===== src/rtl/button_events_pkg.sv =====
// Shared definitions for the button event decoder: FSM state encoding,
// event-pulse bit positions and a small sizing helper.
package button_events_pkg;

   // FSM states of the click/double-click/long-press decoder
   typedef enum logic [2:0] {
      IDLE      = 3'd0,
      PRESS1    = 3'd1,
      WAIT2     = 3'd2,
      PRESS2    = 3'd3,
      LONG_HELD = 3'd4
   } state_t;

   // Bit positions of the registered event-pulse vector
   localparam int EV_PRESS   = 0;
   localparam int EV_RELEASE = 1;
   localparam int EV_CLICK   = 2;
   localparam int EV_DOUBLE  = 3;
   localparam int EV_LONG    = 4;
   localparam int EV_W       = 5;

   // Larger of two integers, used to size the shared timing counter
   function automatic int max_int(input int a, input int b);
      return (a > b) ? a : b;
   endfunction

endpackage


===== src/rtl/button_events_edge_detect.sv =====
// Rise/fall detector on an already-synchronous level. The previous sample
// is cleared by reset, so a level that is high when reset releases is seen
// as a rising edge on the first active cycle.
module edge_detect (
   input  logic i_Clk,
   input  logic i_Reset,
   input  logic i_Level,
   output logic o_Rise,
   output logic o_Fall
);

   logic r_Prev;

   // Remember the level from the previous cycle
   always_ff @(posedge i_Clk) begin
      if (i_Reset) r_Prev <= 1'b0;
      else         r_Prev <= i_Level;
   end

   assign o_Rise =  i_Level & ~r_Prev;
   assign o_Fall = ~i_Level &  r_Prev;

endmodule


===== src/rtl/button_events.sv =====
// Button event decoder: turns a debounced, synchronous button level into
// one-cycle press/release/click/double-click/long-press pulses. All outputs
// are registered, so every pulse appears one cycle after the clock edge at
// which its cause is sampled. o_State exposes the FSM state for debug.
module button_events
   import button_events_pkg::*;
#(
   parameter int LONG_PRESS_CYCLES   = 1000000,
   parameter int DOUBLE_CLICK_CYCLES = 250000
) (
   input  logic       i_Clk,
   input  logic       i_Reset,
   input  logic       i_Level,
   output logic       o_Press,
   output logic       o_Release,
   output logic       o_Click,
   output logic       o_Double_Click,
   output logic       o_Long_Press,
   output logic       o_Held,
   output logic [2:0] o_State
);

   // One spare bit above the larger threshold so saturation never aliases
   localparam int CW = $clog2(max_int(LONG_PRESS_CYCLES, DOUBLE_CLICK_CYCLES)) + 1;
   localparam logic [CW-1:0] LONG_LAST = CW'(LONG_PRESS_CYCLES - 1);
   localparam logic [CW-1:0] DBL_LAST  = CW'(DOUBLE_CLICK_CYCLES - 1);

   state_t          r_State, w_Next;
   logic [CW-1:0]   r_Count, w_Count, w_Count_Inc;
   logic [EV_W-1:0] r_Events, w_Events;
   logic            r_Held;
   logic            w_Rise, w_Fall;

   edge_detect u_edge (
      .i_Clk   (i_Clk),
      .i_Reset (i_Reset),
      .i_Level (i_Level),
      .o_Rise  (w_Rise),
      .o_Fall  (w_Fall)
   );

   // Saturating increment: the counter parks at all-ones instead of wrapping
   assign w_Count_Inc = (r_Count == '1) ? r_Count : r_Count + 1'b1;

   // Next-state, next-count and event pulses for this cycle
   always_comb begin
      w_Next   = r_State;
      w_Count  = r_Count;
      w_Events = '0;
      w_Events[EV_PRESS]   = w_Rise;
      w_Events[EV_RELEASE] = w_Fall;
      case (r_State)
         IDLE: begin
            if (w_Rise) begin
               w_Next  = PRESS1;
               w_Count = '0;
            end
         end
         PRESS1: begin
            if (w_Fall) begin
               w_Next  = WAIT2;
               w_Count = '0;
            end else if (r_Count == LONG_LAST) begin
               w_Events[EV_LONG] = 1'b1;
               w_Next            = LONG_HELD;
            end else begin
               w_Count = w_Count_Inc;
            end
         end
         WAIT2: begin
            // A press on the timeout cycle still wins over the click
            if (w_Rise) begin
               w_Events[EV_DOUBLE] = 1'b1;
               w_Next              = PRESS2;
               w_Count             = '0;
            end else if (r_Count == DBL_LAST) begin
               w_Events[EV_CLICK] = 1'b1;
               w_Next             = IDLE;
               w_Count            = '0;
            end else begin
               w_Count = w_Count_Inc;
            end
         end
         PRESS2: begin
            if (w_Fall) begin
               w_Next  = IDLE;
               w_Count = '0;
            end
         end
         LONG_HELD: begin
            if (w_Fall) begin
               w_Next  = IDLE;
               w_Count = '0;
            end
         end
         default: begin
            w_Next  = IDLE;
            w_Count = '0;
         end
      endcase
   end

   // State, counter and output registers; reset drops any pending event
   always_ff @(posedge i_Clk) begin
      if (i_Reset) begin
         r_State  <= IDLE;
         r_Count  <= '0;
         r_Events <= '0;
         r_Held   <= 1'b0;
      end else begin
         r_State  <= w_Next;
         r_Count  <= w_Count;
         r_Events <= w_Events;
         r_Held   <= i_Level;
      end
   end

   assign o_Press        = r_Events[EV_PRESS];
   assign o_Release      = r_Events[EV_RELEASE];
   assign o_Click        = r_Events[EV_CLICK];
   assign o_Double_Click = r_Events[EV_DOUBLE];
   assign o_Long_Press   = r_Events[EV_LONG];
   assign o_Held         = r_Held;
   assign o_State        = r_State;

endmodule


===== config.mk =====
export PLATFORM = sky130hd
export DESIGN_NAME = button_events
export DESIGN_NICKNAME = d
export VERILOG_FILES = /design/src/rtl/button_events_pkg.sv /design/src/rtl/button_events_edge_detect.sv /design/src/rtl/button_events.sv
export SDC_FILE = /design/constraint.sdc
export NUM_CORES = 1
export LEC_CHECK = 0
export BUFFER_PORTS_ARGS = -buffer_cell sky130_fd_sc_hd__buf_2
export CAP_MARGIN = 5
export CORE_MARGIN = 3
export CORE_UTILIZATION = 63
export CTS_CLUSTER_SIZE = 25
export DETAILED_ROUTE_END_ITERATION = 8
export GPL_TIMING_DRIVEN = 0
export PLACE_DENSITY_LB_ADDON = 0.25
export SLEW_MARGIN = 20
export SYNTH_ARGS = -nofsm -noshare
export SYNTH_HDL_FRONTEND = slang
export SYNTH_SLANG_ARGS = --single-unit

===== constraint.sdc =====
create_clock -name i_Clk -period 6.3 [get_ports i_Clk]
set_clock_uncertainty 0.1 [all_clocks]
set_input_delay 1.26 -clock i_Clk [delete_from_list [all_inputs] [get_ports i_Clk]]
set_output_delay 1.26 -clock i_Clk [all_outputs]
set_load 0.05 [all_outputs]

**After elaboration in Yosys (flattened, before gate mapping)**

Cells that the tools add are included.

- $add $sub $neg: 1
- Eq/ne operators: 12
- Mux-type cells: 18
- Bitwise logic cells: 6
- Reduce and logical (&&, ||, !) cells: 7

Operators with widths:

| kind | count |
|---|---|
| $mux W21 | 7 |
| $pmux W21 S4 | 1 |
| $add A21 B1 Y21 const B | 1 |
| $eq A21 B18 Y1 const B | 1 |
| $eq A21 B20 Y1 const B | 1 |
| $eq A21 B21 Y1 const B | 1 |
| $mux W3 | 6 |
| $pmux W3 S4 | 1 |
| $ne A3 B3 Y1 const B | 3 |
| $eq A3 B2 Y1 const B | 2 |
| $reduce_or A3 Y1 | 2 |
| $not A1 Y1 | 4 |
| $reduce_and A4 Y1 | 1 |
| $reduce_or A2 Y1 | 2 |
| $eq A3 B1 Y1 const B | 1 |
| $eq A3 B3 Y1 const B | 1 |
| $logic_not A3 Y1 | 1 |
| $mux W1 | 3 |
| $reduce_and A3 Y1 | 1 |
| $and A1 B1 Y1 | 2 |
| $ne A2 B1 Y1 const B | 1 |
| $ne A2 B2 Y1 const B | 1 |

- Register bits after elaboration: 30
- Output and inout port bits: 9
- Word-level logic and storage cells: 51

**Logic depth before layout (Yosys ltp)**

Gate-level depths: netlist of run 1.

- Depth after elaboration: 5
- Depth in mapped cells: 8
- Depth with buffers taken out: 7

**Cells and area by module**

A second synthesis of run 1 with hierarchy kept.

- Cell total of the unflattened synthesis: 191
- Area, all modules: 1,696.6 um^2

By module, submodules not included:

| module | instances | cells an instance | area each (um^2) | seq. area each (um^2) |
|---|---|---|---|---|
| button_events | 1 | 187 | 1,657.8 | 600.6 |
| edge_detect | 1 | 4 | 38.8 | 20.0 |

**Worst setup path before layout of run 1**

No wires, ideal clock.

- Path type: input-to-reg
- From: input port i_Level
- To: register r_Count[7]
- Setup time: 0.086 ns
- Arrival time: 2.634 ns
- Required time: 6.114 ns
- Slack: 3.479 ns
- Stages: 6
- Cells stage by stage: and2b_1 -> nor2_1 -> o21ai_2 -> nand3_1 -> or4_1 -> a221oi_2

- Longest elaborated chain between the ends: 4
- Elaborated cells on any way between the ends: 10
- Those cells by class: eq/ne (3); mux (3); bitwise (3); reduce/logical (1)

Ends and longest elaborated chain:

| what | line | text |
|---|---|---|
| from (decl) | button_events.sv:13 | `input logic i_Level,` |
| $not A1 Y1 | button_events_edge_detect.sv:21 | `assign o_Fall = ~i_Level & r_Prev;` |
| $and A1 B1 Y1 | button_events_edge_detect.sv:21 |  |
| $mux W21, or another cell as far along | button_events.sv:60 | `if (w_Fall) begin` |
| $pmux W21 S4 or $reduce_and A3 Y1 (tied branches) | n/a |  |
| to (signal assigned) | button_events.sv:112 | `r_Count <= w_Count;` |
| to (decl) | button_events.sv:29 | `logic [CW-1:0] r_Count, w_Count, w_Count_Inc;` |

Parallel ways exist; a longest one is shown, timed or not.
A chain may end at the register's enable or synchronous reset.

**Worst setup path after layout of run 1**

Ends and elaborated chain as after synthesis.

==> results of run 1 <==
[power by group through the flow]
stage	Combinational, uW	Clock (uW)	Sequential, uW
6_report	68.3	119	200
5_1_grt	73.8	132	201
4_1_cts	67.7	123	200
3_5_place_dp	67.4	0	204
3_3_place_gp	65.8	0	204
2_1_floorplan	41.3	0	214
[layout make-up]
cell class,instances,area share [%]
clock inverter,1,0.286
timing repair buffer,11,3.14
clock buffer,7,3.14
multi-input combinational,143,53.9
inverter,5,1.07
buffer,6,2.21
tap,28,2.00
sequential,30,34.3
[critical path, cell delays in order]
cell and delay [ps]:
buf_2 120, and2b_1 280, nor2_1 80, o21ai_2 330, nand3_1 260, or4_1 470
a221oi_2 220
[cell usage in the layout (no fill, tap or decap), types with 3 or more instances in the layout]
cell type	instances
nand2_2	3
nor2_1	24
or4_1	3
nand4_1	12
clkbuf_1	4
nor2b_1	3
o21ai_0	5
dfxtp_1	30
nand2_1	10
clkbuf_4	5
a21oi_1	7
and4_1	3
nand2b_1	3
or3_1	3
xor2_1	10
inv_1	5
or2_2	4
nor3_1	5
nand3_1	11
buf_2	11
[worst paths after layout]
kind	cells past startpoint	from	end	slack, ps
max	7	i_Level	r_Count[7]$_SDFFE_PP0P_	3430
min	2	r_Count[1]$_SDFFE_PP0P_	r_Count[1]$_SDFFE_PP0P_	400
max reg2reg	7	r_Count[0]$_SDFFE_PP0P_	r_Count[7]$_SDFFE_PP0P_	3810
min reg2reg	2	r_Count[1]$_SDFFE_PP0P_	r_Count[1]$_SDFFE_PP0P_	400
[per-stage QoR]
step / power [uW] / utilization (%) / instances / area [um^2]
finish: 387 / 75.6 / 231 / 1750
global route: 407 / 75.6 / 231 / 1750
CTS: 390 / 75.6 / 231 / 1750
detailed placement: 272 / 73.0 / 223 / 1690
global placement: 269 / 73.0 / 223 / 1690
floorplan: 255 / - / 184 / 1600
[flip-flops by register name, indices dropped and copies added (netlist names)]
signal / cells
r_Events: 5
o_Held: 1
r_Count: 21
o_State: 3
[logic make-up after synthesis]
logic type	after synthesis	share of synthesized area (%)
AO/OA/AOI/OAI	28	13.4
XOR/XNOR	12	6.56
AND/OR/NAND/NOR	102	38.2
flip-flops	30	37.5
buffers and inverters	11	3.59
adder cells (fa/ha/maj)	1	0.781
[layer usage]
metal	wire length, um	track usage (%)	up-vias
li1	-	-	705
met4	87	11.2	0
met3	352	6.21	10
met1	1520	33.9	692
met5	0	0	-
met2	1750	37.1	67
==> results.cfg, run 1 <==
[cells_and_area]
syn_to_final_growth_pct = 9.38
antennaDiodeCount = 0
nets = 206
seq_area_um2 = 601
drive_gt1_share_pct = 20.7
nFillCells = 186
multiInputGateArea_um2 = 943

[clock_network]
clk_latency_ps = 330
postCtsHoldBufs = 0
cts_tree = built
h-tree-depth = 2
path_clk_slew_ps = 90
cts_buffers = 5
cts_resized = 0
root_buffer = clkbuf_4
clockBufferDepth = 2
cts_setup_buffers = 0
clock_sinks = 30

[timing]
relSlewSlack_pct = 55.2
maxSlewViolCount = 0
post-route-min-period_ps = 2870
period_share_pct = 45.6
rsz0062_at_grt = no
hold_viol = 0
finalSetupViolations = 0
hold_slack_ps = 401
tightest_slew_ps = 666
setup_slack_ps = 3430
timing.setup.tns_ps = 0
fmax_mhz = 348

[grt]
grt_max_degree = 11
grt_pass1_wl_mm = 6.29
antenna_found_initial = 0
gr-total-overflow = 0
grt_util_all_layers_pct = 25.0
grt_pass1_vias = 1352

[power_and_ir_drop]
p_switching_uw = 118
power.internal_uw = 269
p_per_area_nw_per_um2 = 221
pwr-share-clk_pct = 30.7
power_frac_comb_pct = 17.6
peakVddDrop_v = 0.000221
seqPwrFrac_pct = 51.6
p_leak_uw = 0.000594
swShare_pct = 30.6

[synthesis]
synthTopCellsByCount = dfxtp_1, nor2_1, nand4_1, nand3_1
avgSynthCellArea_um2 = 8.70
yosys.area.top_type = dfxtp_1
synth_top_area_share_pct = 37.5
synth_edf_count = 0
yosysUniqueCellTypes = 49
yosysWarnings = 0
synthTopCellsByArea = dfxtp_1, nor2_1, xor2_1
syn-instance-count = 184
syn_nets = 188
synth_area_um2 = 1600
async_reset_ff_share_pct = 0
synthFlopType = dfxtp_1
synth.most_common_cell = dfxtp_1
seq_area_frac_synth_pct = 37.5
ys_seq_elements = 30

[route]
vias_per_cell = 6.38
drc_errors = 0
dr.pass1.iters = 5
vias = 1474
drtIter0Drc = 97
routedWlPerCell_um = 16.0
wirelength_mm = 3.71
ant_nets = 0

[die]
coreArea_um2 = 2320
initial_core_util_pct = 69.1
die_x_um = 56.4
num_io_pins = 12
placementRows = 17
die_height_um = 56.4
die_area_um2 = 3180

[setup_path]
worstPathRequired_ps = 6450
path_class = primary input to flop
setup.worst_path.end_class = flop
worstSetupStartpointType = primary input
worstPathMaxFanout = 6
cp.arrival_ps = 3020

[status]
status = complete, no violations

[place]
place_ws_ps = 3130
io_buffers = 11
place_congestion = 0.938
hpwl_mm = 2.74

[job]
drv_cap = 0

[min_path]
worstHoldPathType = flop to flop
(Power assumes the default switching activity.)
==> inputs of run 2 (changes only) <==
Settings changed: CORE_UTILIZATION 63 to 53.
Clock period 6.3 ns to 2.3 ns, I/O delays scaled along.
==> run 2 against run 1 <==
Net effect:
- sequential share of layout area down 1.4 points
- sequential power grew to 2.7 times the previous value
- final area is 4.4% higher
- clock power rose to 2.7 times the previous value
- critical path depth did not move
- register-to-register slack got worse by 3700 ps
- first-iteration DRC count down 33%
- final cell count rose by 3.0%
==> results.cfg, run 2 (synthesis gave the netlist of run 1 again) <==
[route]
ant_nets = 0
dr.pass1.iters = 4
vias = 1463
drc_errors = 0
vias_per_cell = 6.15
wirelength_mm = 3.66
routedWlPerCell_um = 15.4
drtIter0Drc = 65

[timing]
relSlewSlack_pct = 65.5
period_share_pct = 96.8
timing.setup.tns_ps = 0
rsz0062_at_grt = yes
finalSetupViolations = 0
tightest_slew_ps = 518
hold_viol = 0
maxSlewViolCount = 0
post-route-min-period_ps = 2230
fmax_mhz = 449

[job]
drv_cap = 0

[power_and_ir_drop]
peakVddDrop_v = 0.000398
p_leak_uw = 0.000654
p_per_area_nw_per_um2 = 590

[cells_and_area]
final_cell_mix = dfxtp_1, nor2_1, nand4_1
layout_commonest_cell = dfxtp_1
nets = 210
largest_reg_flops = 21
syn_to_final_growth_pct = 14.1
drive_gt1_share_pct = 23.2
antennaDiodeCount = 0
stdcell_area_um2 = 1830
fin_cells = 238
largest_register = r_Count

[die]
initial_core_util_pct = 56.6
die_x_um = 61.0
num_io_pins = 12
die_area_um2 = 3720
die_height_um = 61.0
coreArea_um2 = 2830
placementRows = 19

[place]
dp_cells = 226
postPlaceCellArea_um2 = 1700
io_buffers = 11
place_congestion = 0.848
hpwl_mm = 2.68

[setup_path]
cp.arrival_ps = 2390
worstSetupStartpointType = flop
worstPathRequired_ps = 2470
max_stage_delay_ps = 460
setup.worst_path.end_class = flop
crit_slowest_cell = clkbuf_1
path_cells = nor3b_1 > nor3_1 > o21ai_2 > clkbuf_1 > and2_1 > nand3_1 > a21oi_1
path_class = flop to flop
worstPathMaxFanout = 10

[min_path]
worstHoldPathType = primary input to flop

[clock_network]
clockBufferDepth = 2
cts_tree = built
clock_sinks = 30
root_buffer = clkbuf_4
cts_buffers = 5
h-tree-depth = 2
path_clk_slew_ps = 90
clk_latency_ps = 330

[status]
status = complete, no violations

[grt]
antenna_found_initial = 0
grt_pass1_vias = 1261
gr-total-overflow = 0
grt_util_all_layers_pct = 21.4
grt_pass1_wl_mm = 5.81
grt_max_degree = 11
-- run 2: changes by cell type in the layout (fill, tap and decap cells not counted), sizes merged --
cell  delta
buf      +4
-- run 2: repair_timing --
action,4_1_cts,5_1_grt
pin swaps,0,4
endpoints found under the setup margin,4,17
resized for setup,1,6
hold buffers,0,0
buffers inserted,0,4
-- run 2: metrics by stage --
step	setup WS, ps	utilization (%)	power (uW)	hold slack (ps)
2_1_floorplan	0.434	-	699	362
3_3_place_gp	-70.7	59.9	738	376
3_5_place_dp	-102	59.9	742	386
4_1_cts	45.7	62.4	1060	283
5_1_grt	-67.5	64.6	1140	295
6_report	73.5	64.6	1080	296
-- run 2: critical path: cells and delay by family, from the launching register on --
kind,cells,cell delay [ps]
simple gates,4,800
flops,1,380
buf+inv,1,460
compound gates,2,430
-- run 2: cell type report --
| class | count | area [um^2] |
|---|---|---|
| Clock buffer | 7 | 55.1 |
| Inverter | 5 | 18.8 |
| Buffer | 6 | 38.8 |
| Fill cell | 250 | 1000 |
| Multi-Input combinational cell | 143 | 985 |
| Timing Repair Buffer | 15 | 85.1 |
| Clock inverter | 1 | 5.00 |
| Sequential cell | 30 | 602 |
| Tap cell | 31 | 38.8 |
-- run 2: layer usage --
| metal | part of all wire [%] | up-vias | GRT usage [%] |
|---|---|---|---|
| li1 | - | 715 | - |
| met1 | 46 | 711 | 26.5 |
| met2 | 48 | 30 | 34.2 |
| met3 | 3.9 | 7 | 7.02 |
| met4 | 1.7 | 0 | 8.98 |
| met5 | 0 | - | 0 |
-- run 2: where the power goes --
group	switching (uW)	internal, uW	leakage (uW)
Combinational	137	69.0	0.000375
Clock	177	148	0.0000353
Sequential	14.7	533	0.000243
-- run 2: path summary, 6_finish.rpt --
kind	start	to	slack, ps	depth (start not counted)
worst max-delay path	o_State[2]$_SDFFE_PP0P_	r_Count[1]$_SDFFE_PP0P_	70	7
worst min-delay path	i_Level	o_Held$_SDFF_PP0_	300	2
worst max register to register	o_State[2]$_SDFFE_PP0P_	r_Count[1]$_SDFFE_PP0P_	70	7
worst min register to register	r_Count[1]$_SDFFE_PP0P_	r_Count[1]$_SDFFE_PP0P_	390	2
